## src/rtl/veggie_motion.sv

```systemverilog
// -----------------------------------------------------------------------------
// veggie_motion
//
// Per-frame motion engine for one thrown veggie. Integrates a ballistic
// trajectory once per video frame, forks into two independently moving halves
// when sliced, and flags the veggie gone once it has left the screen.
// Feeds the top/bottom split_sprite instances.
//
// Ports
//   pixel_clk_in     in   pixel clock, all logic on the rising edge
//   rst_n_in         in   asynchronous active-low reset
//   new_frame_in     in   one-cycle pulse at the start of each frame
//   launch_in        in   one-cycle pulse: start a throw (honoured in IDLE only)
//   launch_x_in      in   [10:0] initial centre x
//   launch_y_in      in   [9:0]  initial centre y
//   launch_vx_in     in   [5:0]  initial vx, two's complement
//   launch_vy_in     in   [7:0]  initial vy, two's complement, negative = up
//   slice_in         in   one-cycle pulse: blade crossed veggie (FLY only)
//   slice_angle_in   in   [9:0]  blade angle, latched on an accepted slice
//   x_top_out        out  [10:0] top-half (or whole veggie) centre x
//   y_top_out        out  [9:0]  top-half (or whole veggie) centre y
//   x_bot_out        out  [10:0] bottom-half centre x
//   y_bot_out        out  [9:0]  bottom-half centre y
//   split_out        out  high from accepted slice until back in IDLE
//   angle_out        out  [9:0]  latched slice angle
//   veggie_gone_out  out  high in IDLE and GONE
//   state_dbg_out    out  [1:0]  current FSM state (IDLE=0 FLY=1 SPLIT=2 GONE=3)
//
// Handshake: there is no backpressure. new_frame_in, launch_in and slice_in
// are single-cycle strobes, sampled on the rising edge they are high for;
// strobes arriving in a state that does not accept them are dropped.
// -----------------------------------------------------------------------------
module veggie_motion #(
  parameter int SCREEN_W   = 1024,
  parameter int SCREEN_H   = 768,
  parameter int WIDTH      = 256,
  parameter int HEIGHT     = 256,
  parameter int GRAVITY    = 1,
  parameter int SPLIT_DX   = 2,
  parameter int SPLIT_KICK = 3
) (
  input  logic        pixel_clk_in,
  input  logic        rst_n_in,
  input  logic        new_frame_in,
  input  logic        launch_in,
  input  logic [10:0] launch_x_in,
  input  logic [9:0]  launch_y_in,
  input  logic [5:0]  launch_vx_in,
  input  logic [7:0]  launch_vy_in,
  input  logic        slice_in,
  input  logic [9:0]  slice_angle_in,
  output logic [10:0] x_top_out,
  output logic [9:0]  y_top_out,
  output logic [10:0] x_bot_out,
  output logic [9:0]  y_bot_out,
  output logic        split_out,
  output logic [9:0]  angle_out,
  output logic        veggie_gone_out,
  output logic [1:0]  state_dbg_out
);

  typedef enum logic [1:0] {
    IDLE  = 2'd0,
    FLY   = 2'd1,
    SPLIT = 2'd2,
    GONE  = 2'd3
  } state_t;

  // Off-screen bounds: a half is out once its centre is half a sprite past
  // the bottom, left or right edge. Leaving through the top is not an exit.
  localparam logic signed [12:0] Y_LIM = 13'(SCREEN_H + HEIGHT / 2);
  localparam logic signed [12:0] X_LO  = 13'(-(WIDTH / 2));
  localparam logic signed [12:0] X_HI  = 13'(SCREEN_W + WIDTH / 2);

  localparam logic signed [7:0] GRAV  = 8'(GRAVITY);
  localparam logic signed [7:0] P_DX  = 8'(SPLIT_DX);
  localparam logic signed [7:0] N_DX  = 8'(-SPLIT_DX);
  localparam logic signed [7:0] N_KCK = 8'(-SPLIT_KICK);

  state_t state;

  logic signed [12:0] xt, yt, xb, yb;
  logic signed [7:0]  vxt, vyt, vxb, vyb;

  // Candidate post-frame values for both halves.
  logic signed [12:0] xt_n, yt_n, xb_n, yb_n;
  logic signed [7:0]  vyt_n, vyb_n;
  logic               out_t, out_b;

  // Saturating 8-bit signed add.
  function automatic logic signed [7:0] sat_add8(input logic signed [7:0] a,
                                                 input logic signed [7:0] b);
    logic signed [8:0] s;
    s = $signed({a[7], a}) + $signed({b[7], b});
    if (s > 9'sd127)       return 8'sd127;
    else if (s < -9'sd128) return -8'sd128;
    else                   return s[7:0];
  endfunction

  function automatic logic signed [12:0] sext_v(input logic signed [7:0] v);
    return $signed({{5{v[7]}}, v});
  endfunction

  // Clamp internal positions into the unsigned port ranges.
  function automatic logic [10:0] sat_x(input logic signed [12:0] v);
    if (v < 13'sd0)         return 11'd0;
    else if (v > 13'sd2047) return 11'd2047;
    else                    return v[10:0];
  endfunction

  function automatic logic [9:0] sat_y(input logic signed [12:0] v);
    if (v < 13'sd0)         return 10'd0;
    else if (v > 13'sd1023) return 10'd1023;
    else                    return v[9:0];
  endfunction

  function automatic logic is_out(input logic signed [12:0] x,
                                  input logic signed [12:0] y);
    return (y >= Y_LIM) || (x < X_LO) || (x >= X_HI);
  endfunction

  // Position moves by the velocity held before this frame's gravity step.
  always_comb begin
    xt_n  = xt + sext_v(vxt);
    yt_n  = yt + sext_v(vyt);
    xb_n  = xb + sext_v(vxb);
    yb_n  = yb + sext_v(vyb);
    vyt_n = sat_add8(vyt, GRAV);
    vyb_n = sat_add8(vyb, GRAV);
    out_t = is_out(xt_n, yt_n);
    out_b = is_out(xb_n, yb_n);
  end

  assign state_dbg_out = state;

  always_ff @(posedge pixel_clk_in or negedge rst_n_in) begin
    if (!rst_n_in) begin
      state           <= IDLE;
      xt              <= '0;
      yt              <= '0;
      xb              <= '0;
      yb              <= '0;
      vxt             <= '0;
      vyt             <= '0;
      vxb             <= '0;
      vyb             <= '0;
      x_top_out       <= '0;
      y_top_out       <= '0;
      x_bot_out       <= '0;
      y_bot_out       <= '0;
      split_out       <= 1'b0;
      angle_out       <= '0;
      veggie_gone_out <= 1'b1;
    end else begin
      case (state)
        IDLE: begin
          // A launch coinciding with new_frame_in only loads; motion starts
          // on the following frame.
          if (launch_in) begin
            xt              <= {2'b00, launch_x_in};
            xb              <= {2'b00, launch_x_in};
            yt              <= {3'b000, launch_y_in};
            yb              <= {3'b000, launch_y_in};
            vxt             <= {{2{launch_vx_in[5]}}, launch_vx_in};
            vxb             <= {{2{launch_vx_in[5]}}, launch_vx_in};
            vyt             <= launch_vy_in;
            vyb             <= launch_vy_in;
            x_top_out       <= launch_x_in;
            x_bot_out       <= launch_x_in;
            y_top_out       <= launch_y_in;
            y_bot_out       <= launch_y_in;
            veggie_gone_out <= 1'b0;
            state           <= FLY;
          end
        end

        FLY: begin
          // Slice wins over a coincident frame: velocities fork, positions
          // hold for this frame.
          if (slice_in) begin
            split_out <= 1'b1;
            angle_out <= slice_angle_in;
            vxt       <= sat_add8(vxt, P_DX);
            vxb       <= sat_add8(vxb, N_DX);
            vyt       <= sat_add8(vyt, N_KCK);
            state     <= SPLIT;
          end else if (new_frame_in) begin
            xt        <= xt_n;
            yt        <= yt_n;
            xb        <= xb_n;
            yb        <= yb_n;
            vyt       <= vyt_n;
            vyb       <= vyb_n;
            x_top_out <= sat_x(xt_n);
            y_top_out <= sat_y(yt_n);
            x_bot_out <= sat_x(xb_n);
            y_bot_out <= sat_y(yb_n);
            // Halves are identical before a split, so one test suffices.
            if (out_t) begin
              veggie_gone_out <= 1'b1;
              state           <= GONE;
            end
          end
        end

        SPLIT: begin
          if (new_frame_in) begin
            xt        <= xt_n;
            yt        <= yt_n;
            xb        <= xb_n;
            yb        <= yb_n;
            vyt       <= vyt_n;
            vyb       <= vyb_n;
            x_top_out <= sat_x(xt_n);
            y_top_out <= sat_y(yt_n);
            x_bot_out <= sat_x(xb_n);
            y_bot_out <= sat_y(yb_n);
            if (out_t && out_b) begin
              veggie_gone_out <= 1'b1;
              state           <= GONE;
            end
          end
        end

        GONE: begin
          // Positions and angle stay frozen; only split clears on the way out.
          if (new_frame_in) begin
            split_out <= 1'b0;
            state     <= IDLE;
          end
        end

        default: state <= IDLE;
      endcase
    end
  end

endmodule
```

## config.mk

```make
export PLATFORM = sky130hd
export DESIGN_NAME = veggie_motion
export DESIGN_NICKNAME = d
export VERILOG_FILES = /design/src/rtl/veggie_motion.sv
export SDC_FILE = /design/constraint.sdc
export NUM_CORES = 1
export LEC_CHECK = 0
export BUFFER_PORTS_ARGS = -buffer_cell sky130_fd_sc_hd__buf_2
export CAP_MARGIN = 15
export CORE_UTILIZATION = 50
export DETAILED_ROUTE_END_ITERATION = 12
export GPL_TIMING_DRIVEN = 0
export MAX_ROUTING_LAYER = met4
export PLACE_DENSITY = 0.71
export SLEW_MARGIN = 20
export SYNTH_ARGS = -nofsm -noshare
export SYNTH_HDL_FRONTEND = slang
export SYNTH_SLANG_ARGS = --single-unit
```

## constraint.sdc

```tcl
create_clock -name pixel_clk_in -period 6.02 [get_ports pixel_clk_in]
set_input_delay 0.602 -clock pixel_clk_in [delete_from_list [all_inputs] [get_ports pixel_clk_in]]
set_output_delay 0.602 -clock pixel_clk_in [all_outputs]
set_load 0.1 [all_outputs]
```

==> results of run 1 <==
[layout make-up]
cell class	instances	area, sq um	share of cell area [%]
plain buffers	56	214	1.91
clock buffers	25	475	4.25
clock inverters	7	43.8	0.391
inverters	39	146	1.31
multi-input cells	942	5930	53.0
flip-flops and latches	140	3500	31.3
well taps	260	325	2.91
repair buffers	105	558	4.98
[layer usage]
layer	vias up	track usage, %	routed length [um]
met5	-	-	0
met3	74	4.21	2670
met4	0	13.6	1060
met1	4681	42.7	13000
li1	4555	-	-
met2	505	51.5	14600
[state kept, by name, indices dropped and copies added, names as in the netlist]
name / flops
angle_out: 10
split_out: 1
state_dbg_out: 2
veggie_gone_out: 1
vxb: 8
vxt: 8
vyb: 8
vyt: 8
x_bot_out: 11
x_top_out: 11
xb: 13
xt: 13
y_bot_out: 10
y_top_out: 10
yb: 13
yt: 13
[synthesized netlist by cell type, types with 3 or more instances]
cell type  number
o22ai_1        43
buf_1           7
o211ai_1        8
o21ai_1        27
o31a_1          4
a21o_1         16
mux2_2         10
nand2_1       128
a211oi_1        8
nand3_1        52
o22a_1          5
o21a_1          9
and2_1          3
nor2_1         72
o31ai_1         9
a21oi_1       133
nor3_1         17
inv_1          39
a22oi_1         3
mux2i_1         3
o21ai_0       112
nand2b_1       18
xor2_1         21
xnor2_1        35
dfrtp_1       139
or2_2           5
nor4_1          6
or3_1          12
clkbuf_1       46
or2_1           4
a22o_1          8
a221o_1         8
buf_2           3
nor2b_1        17
fa_1            4
nand4_1         6
o21bai_1        5
and3_1         19
a31oi_1         9
ha_1           61
[through the flow]
stage | hold WS [ns] | cells | instance area [sq um] | setup WS [ns] | utilization (%)
after floorplan | 0.306 | 1177 | 9800 | 2.77 | -
after global placement | 0.445 | 1541 | 10600 | 2.29 | 56.1
after detailed placement | 0.450 | 1542 | 10700 | 2.34 | 56.3
after CTS | 0.131 | 1574 | 11200 | 2.31 | 59.1
after global routing | 0.154 | 1574 | 11200 | 2.01 | 59.1
final | 0.107 | 1574 | 11200 | 2.20 | 59.1
[cells by family after synthesis]
| family | count (synthesis) |
|---|---|
| AOI/OAI and AO/OA | 435 |
| and+or+nand+nor | 372 |
| DFF | 140 |
| buffers and inverters | 95 |
| adders and majority gates | 65 |
| xor gates and xnor gates | 56 |
| muxes | 14 |
[path summary, 6_finish.rpt]
path                              startpoint                to  slack, ns  depth (start not counted)
max in group asynchronous           rst_n_in             xt[7]       5.14                          2
min                                 rst_n_in      angle_out[8]       0.11                          1
max reg2reg                           vyb[0]  state_dbg_out[0]       2.20                         14
max                                   vyb[0]  state_dbg_out[0]       2.20                         14
min reg2reg                     y_bot_out[9]      y_bot_out[9]       0.46                          2
min in group pixel_clk_in  slice_angle_in[8]      angle_out[8]       0.40                          2
==> run metrics, run 1 <==
H-tree depth=4; CP bufs+invs=1; mean post-synth cell area=8.32 sq um; post-synth top area cell=dfrtp_1; most frequent cells in the layout=dfrtp_1, a21oi_1, nand2_1; WP data arrival=4.14 ns; RD Place Congestion=0.994; final worst path period share=63.5%; CTS Buffer Depth=2; TritonCTS clock tree=built; Worst Hold Class=primary input to asynchronous set/reset pin; CTS Root Cell=clkbuf_16; global-route wire length before repair=48600 um; fin. max-slew vios=0; crit-path cells=ha_1 > inv_1 > fa_1 > nor2b_1 > o31a_1 > o22ai_1 > o21ai_1 > o41ai_1 > nor3_1 > o21ai_0 > o211ai_2 > a31oi_1 > o31a_1 > o22a_1; CTS hold repair buffers=0; Main synth FF type=dfrtp_1; main combinational cell family by area after synthesis=compound AO/OA/AOI/OAI gates; initial antenna violation count=0; Slew HR=33.0%; Chip Height=142 um; Startpoint Class=flip-flop; Post-synth EDFFs=0; top-area cell type share of the netlist area=35.5%; most common cell after layout, fill and taps aside=dfrtp_1; Hold Vio Cnt, Final=0; Core Box Area=0.0190 sq mm; vias post-DR=9815; row cnt=50; detailed placement HPWL=23100 um; Clock Skews=0.00933 ns; total track usage=32.7%; clock sinks=140; most frequent CP cell=o31a_1; FILL cells=1767; DRT iter0 DRCs=1019; Worst-path clk slew=0.06 ns; GR Overflow Total=0; Synth Instances=1177; register bit total from synthesis=140; cts bufs inserted=17; PostCTS Resize Cnt=0; max_cap viols=0; endpoints failing setup=0; DRC Markers=0; CP max stage delay=0.50 ns; RSZ-0062 raised after global routing=false; n_diodes=0; Worst Path Max Fanout=7; crit end category=flip-flop; Buffers on Ports=104; total wire length=31400 um; DR vias/cell=6.24; layout cells sized above 1=12.6%; Area Overhead vs Synth=14.3%; Top-Level Pins=106; vias in the first global route=9019; Worst EP required=6.34 ns; fmax=262 MHz; Top Family by Delay on Critical Path=compound AO/OA/AOI/OAI gates; Mapped Area=0.00980 sq mm; asr flop ratio synth=100%; Synth cell types=75; DR pass1 iterations=6; syn_nets=1292; top cells by area, synth=dfrtp_1, ha_1, a21oi_1, o21ai_0, nand2_1; largest net degree at the start of global routing=78; nets=1416; post-synthesis compound-gate area fraction=27.0%; Clock Latency Late Sink=0.44 ns; crit path time final=3.82 ns; Crit Path Class=flip-flop to flip-flop; Adder-Cell Fraction of Synth Area=8.61%; simple-gate share of the synthesized area=18.3%; initial core utilization=51.7%; post-CTS setup buffers=0; post-synthesis sequential area ratio=35.8%; setup TNS=0 ns; Worst-Margin Slew=1.01 ns; Routed Antenna Nets=0; outcome=finished, final reports clean; DR WL/cell=19.9 um; slowest cell on the critical path=nor3_1; post-synthesis xor/xnor area fraction=5.01%; die area=0.0202 sq mm; die extent in x=142 um; YS warnings=0; multiplexer share of the synthesized area=1.61%
Power of run 1 is left out: the tool's default activity adds up to more than one toggle a clock period on the data nets, which glitch-free logic cannot reach.
==> inputs of run 2 (changes only) <==
PLACE_DENSITY = 0.73   (was 0.71)
clock period = 3.1 ns   (was 6.02 ns; I/O delays follow)
==> run metrics, run 2 (synthesis gave the netlist of run 1 again) <==
outcome=finished with violations; failing checks=negative setup slack; row cnt=50; fin. max-slew vios=0; CTS Buffer Depth=2; vias in the first global route=9256; Post-DP Area=0.0107 sq mm; largest net degree at the start of global routing=98; endpoints failing setup=3; TritonCTS clock tree=built; most frequent cells in the layout=a21oi_1, dfrtp_1, nand2_1; Buffers on Ports=104; clock sinks=140; nets=1437; CTS Root Cell=clkbuf_16; Chip Height=142 um; Crit Path Class=flip-flop to flip-flop; CP bufs+invs=1; DRC Markers=0; Hold Startpoint=slice_angle_in[6]; DRT iter0 DRCs=1194; DP Worst Slack=-0.630 ns; setup TNS=-0.323 ns; total track usage=33.4%; Clock Latency Late Sink=0.44 ns; final worst path period share=105%; Area Overhead vs Synth=19.9%; Top Family by Delay on Critical Path=compound AO/OA/AOI/OAI gates; detailed placement HPWL=23000 um; GR Overflow Total=0; global-route wire length before repair=49700 um; n_diodes=0; footprint of the multi-input gates=0.00627 sq mm; Routed Antenna Nets=0; total wire length=32000 um; RR Startpoint=vxb[0]; CP max stage delay=0.38 ns; crit end category=flip-flop; WHS=0.103 ns; DR pass1 iterations=6; initial antenna violation count=0; die area=0.0202 sq mm; DR vias/cell=6.24; FILL cells=1684; Setup crit start=vxb[0]; Top-Level Pins=106; Hold Vio Cnt, Final=0; initial core utilization=51.7%; crit-path cells=ha_2 > inv_2 > fa_2 > nand2b_4 > a21o_1 > a31oi_4 > a311oi_2 > xnor2_2 > and4_1 > a22o_1 > o211ai_2 > and3_1 > o21ai_2 > mux2_4; slowest cell on the critical path=dfrtp_1; Core Box Area=0.0190 sq mm; RSZ-0062 raised after global routing=true; Worst path depth=14; H-tree depth=4; register area=0.00352 sq mm; Final WS setup=-0.161 ns; Worst Hold Class=primary input to flip-flop; Slew HR=40.0%; max_cap viols=0; worst reg2reg path depth=14; WP data arrival=3.63 ns; Worst EP required=3.47 ns; Design Area, Final=0.0117 sq mm; Crit Reg-Reg Endpoint=veggie_gone_out; layout cells sized above 1=19.3%; Clock Skews=0.0157 ns; Worst-path clk slew=0.06 ns; R2R Setup Slk=-0.16 ns; last element of the critical path=veggie_gone_out; Worst Path Max Fanout=4; RD Place Congestion=0.956; die extent in x=142 um; Worst-Margin Slew=0.897 ns; vias post-DR=9959; DR WL/cell=20.1 um; Startpoint Class=flip-flop; crit path time final=3.26 ns; cts bufs inserted=17; fmax=307 MHz
-- run 2: cell types whose count changed in the layout (fill, tap and decap cells not counted), moves of 5 or more --
cell      before  now
dfrtp_1      139  129
clkbuf_2       0   13
clkbuf_1      52   41
buf_4          0   21
dfrtp_2        0   10
nand2b_4       0    5
xnor2_2        0    6
xnor2_1       35   29
nand2b_1      18   13
-- run 2: what timing repair did --
action / 4_1_cts / 5_1_grt
endpoints found under the setup margin: 100 / 100
resized for setup: 45 / 54
setup buffers: 16 / 4
endpoints found under the hold margin: 43 / 0
pin swaps: 13 / 14
hold buffers: 1 / 0
-- run 2: final cells by class --
class	count	share of cell area, %
inverters	39	1.25
clock buffers	25	3.96
well taps	260	2.77
plain buffers	56	1.98
repair buffers	126	6.11
flip-flops and latches	140	29.9
clock inverters	7	0.586
multi-input cells	942	53.4
-- run 2: metrics by stage --
step           std cells  util, %
3_5_place_dp        1542     56.3
6_report            1595     62.0
5_1_grt             1595     62.0
4_1_cts             1591     61.0
2_1_floorplan       1177        -
3_3_place_gp        1541     56.2
-- run 2: worst min path at each step --
stage                   end  slack [ns]  cells past startpoint
2_1_floorplan  angle_out[0]        0.01                      0
3_3_place_gp   y_bot_out[2]        0.45                      2
3_5_place_dp         vxb[5]        0.23                      1
4_1_cts        angle_out[6]        0.10                      2
5_1_grt        angle_out[2]        0.09                      2
6_report       angle_out[6]        0.10                      2
-- run 2: metal layers --
layer / track usage [%] / up-vias / routed length [um] / share of wire, %
met4: 13.5 / 0 / 1130 / 3.5
met2: 52.0 / 506 / 14900 / 47
li1: - / 4604 / - / -
met3: 6.49 / 77 / 3000 / 9.4
met5: - / - / 0 / 0
met1: 42.6 / 4772 / 13000 / 41
Power of run 2 is left out for the same reason.
==> inputs of run 3 (changes only) <==
ABC_AREA = 1   (was not set)
==> run metrics, run 3 <==
outcome=finished, final reports clean; most frequent CP cell=nand2_1; Post-synth top cells=nand2_1, nor2_1, dfrtp_1, inv_1, a21oi_1; CTS Buffer Depth=2; YS warnings=0; Chip Height=145 um; Main synth FF type=dfrtp_1; CP bufs+invs=4; largest net degree at the start of global routing=79; cts bufs inserted=17; DR vias/cell=5.52; RSZ-0062 raised after global routing=false; CP max stage delay=0.44 ns; row cnt=51; H-tree depth=4; asr flop ratio synth=100%; clock sinks=140; top-area cell type share of the netlist area=34.2%; slowest cell on the critical path=dfrtp_1; DR WL/cell=16.5 um; endpoints failing setup=0; DRC Markers=0; Core Box Area=0.0197 sq mm; vias post-DR=10100; initial antenna violation count=1; CTS Root Cell=clkbuf_16; Clock Skews=0.0112 ns; Area Overhead vs Synth=15.2%; crit end category=flip-flop; most common cell after layout, fill and taps aside=nand2_1; total wire length=30200 um; die area=0.0209 sq mm; post-synthesis sequential area ratio=34.4%; max_cap viols=0; footprint of the multi-input gates=0.00592 sq mm; die extent in x=145 um; DRT iter0 DRCs=858; RD Place Congestion=0.994; non-filler cells, final=1830; Startpoint Class=flip-flop; post-CTS setup buffers=0; most frequent cell after synthesis=nand2_1; register bit total from synthesis=140; Top-Level Pins=106; Worst-path clk slew=0.06 ns; DR pass1 iterations=5; Worst Path Max Fanout=5; Synth cell types=49; most frequent cells in the layout=nand2_1, nor2_1, inv_1; layout cells sized above 1=14.7%; WP data arrival=3.25 ns; detailed placement HPWL=23600 um; Placed Cells=1798; initial core utilization=51.6%; vias in the first global route=9343; Mapped Area=0.0102 sq mm; Worst Hold Class=primary input to flip-flop; FILL cells=1834; Hold Vio Cnt, Final=0; global-route wire length before repair=47500 um; Routed Antenna Nets=0; Top Family by Delay on Critical Path=simple AND/OR/NAND/NOR gates; register area=0.00351 sq mm; Worst EP required=3.47 ns; crit-path cells=ha_2 > inv_1 > fa_1 > inv_1 > nand3_1 > nand3_1 > nand3_1 > nand3_1 > nand2_1 > nand2_1 > inv_1 > o21ai_1 > nand2_1 > inv_1 > nand3_1 > nand2_1 > nand2_2 > nand2_2 > nand2_1 > nand2_1; final worst path period share=92.8%; Clock Latency Late Sink=0.43 ns; top cells by area, synth=dfrtp_1, nand2_1, ha_1, a21oi_1, nor2_1; GR Overflow Total=0; TritonCTS clock tree=built; Synth Instances=1427; final core utilization=59.5%; fmax=348 MHz; Worst-Margin Slew=0.720 ns; mean post-synth cell area=7.13 sq um; post-synth top area cell=dfrtp_1; syn_nets=1542; Post-synth EDFFs=0; crit path time final=2.88 ns; Slew HR=52.0%; Crit Path Class=flip-flop to flip-flop; total track usage=30.9%; nets=1668; fin. max-slew vios=0; Buffers on Ports=105
[run 3: changes by cell type after synthesis, moves of 17 or more]
| cell | change |
|---|---|
| o211ai_1 | +24 |
| o22ai_1 | -43 |
| nor2b_1 | -17 |
| a21oi_1 | -23 |
| xnor2_1 | -20 |
| nand2_1 | +313 |
| nor2_1 | +68 |
| o21ai_0 | -70 |
| inv_1 | +100 |
| and3_1 | -19 |
| nand3_1 | +31 |
| nand2b_1 | -18 |
| clkbuf_1 | -35 |
[run 3: cell families (layout without fill, tap and decap cells)]
| group | count (synthesis) | count (layout) | synth area share [%] |
|---|---|---|---|
| buf+inv | 190 | 327 | 7.48 |
| other cells | 0 | 1 | 0 |
| simple gates | 735 | 735 | 30.8 |
| compound gates | 246 | 246 | 14.5 |
| xor+xnor | 51 | 51 | 4.53 |
| flops | 140 | 140 | 34.4 |
| fa+ha+maj | 65 | 65 | 8.28 |
[run 3: cell type report]
type,instances,area share (%)
antenna,1,0.0213
buffer,34,1.46
clock buffer,19,3.78
clock inverter,11,1.65
inverter,156,5.04
multi-input combinational,1097,50.4
sequential,140,29.9
tap,265,2.83
timing repair buffer,107,4.89
[run 3: path summary, 6_finish.rpt]
kind / from / cells past startpoint / slack (ns) / to
max: vyb[0] / 20 / 0.22 / state_dbg_out[1]
min: slice_angle_in[6] / 3 / 0.07 / angle_out[6]
max reg2reg: vyb[0] / 20 / 0.22 / state_dbg_out[1]
min reg2reg: veggie_gone_out / 2 / 0.46 / veggie_gone_out
max in group asynchronous: rst_n_in / 3 / 1.88 / veggie_gone_out
min in group asynchronous: rst_n_in / 2 / 0.42 / yb[11]
[run 3: routing by layer]
layer,global-route usage [%],share of wire [%],wire length [um],up-vias
li1,-,-,-,4937
met1,39.7,44,13300,4734
met2,49.8,47,14200,383
met3,3.55,5.7,1730,55
met4,12.2,3.0,905,0
met5,-,0,0,-
[run 3: timing repair]
item                                    4_1_cts  5_1_grt
endpoints found under the setup margin        0        2
gates resized for setup                       0        2
hold buffers                                  1        0
hold endpoints to repair                     62        0
[run 3: through the flow]
stage / worst slack (ns) / setup TNS (ns) / hold slack, ns / instance area, sq um
after CTS: 0.185 / 0 / 0.0635 / 11700
final: 0.224 / 0 / 0.0691 / 11700
after detailed placement: 0.226 / 0 / 0.302 / 11100
after global placement: -0.364 / -48.94 / 0.450 / 11000
after floorplan: 0.289 / 0 / 0.0144 / 10200
after global routing: 0.000717 / 0 / 0.0699 / 11700
[run 3: worst min-delay path: cells and delay by family]
family	cells	cell delay, ns
AND/OR/NAND/NOR	2	0.08
buffers and inverters	1	0.07
Power of run 3 is left out for the same reason.
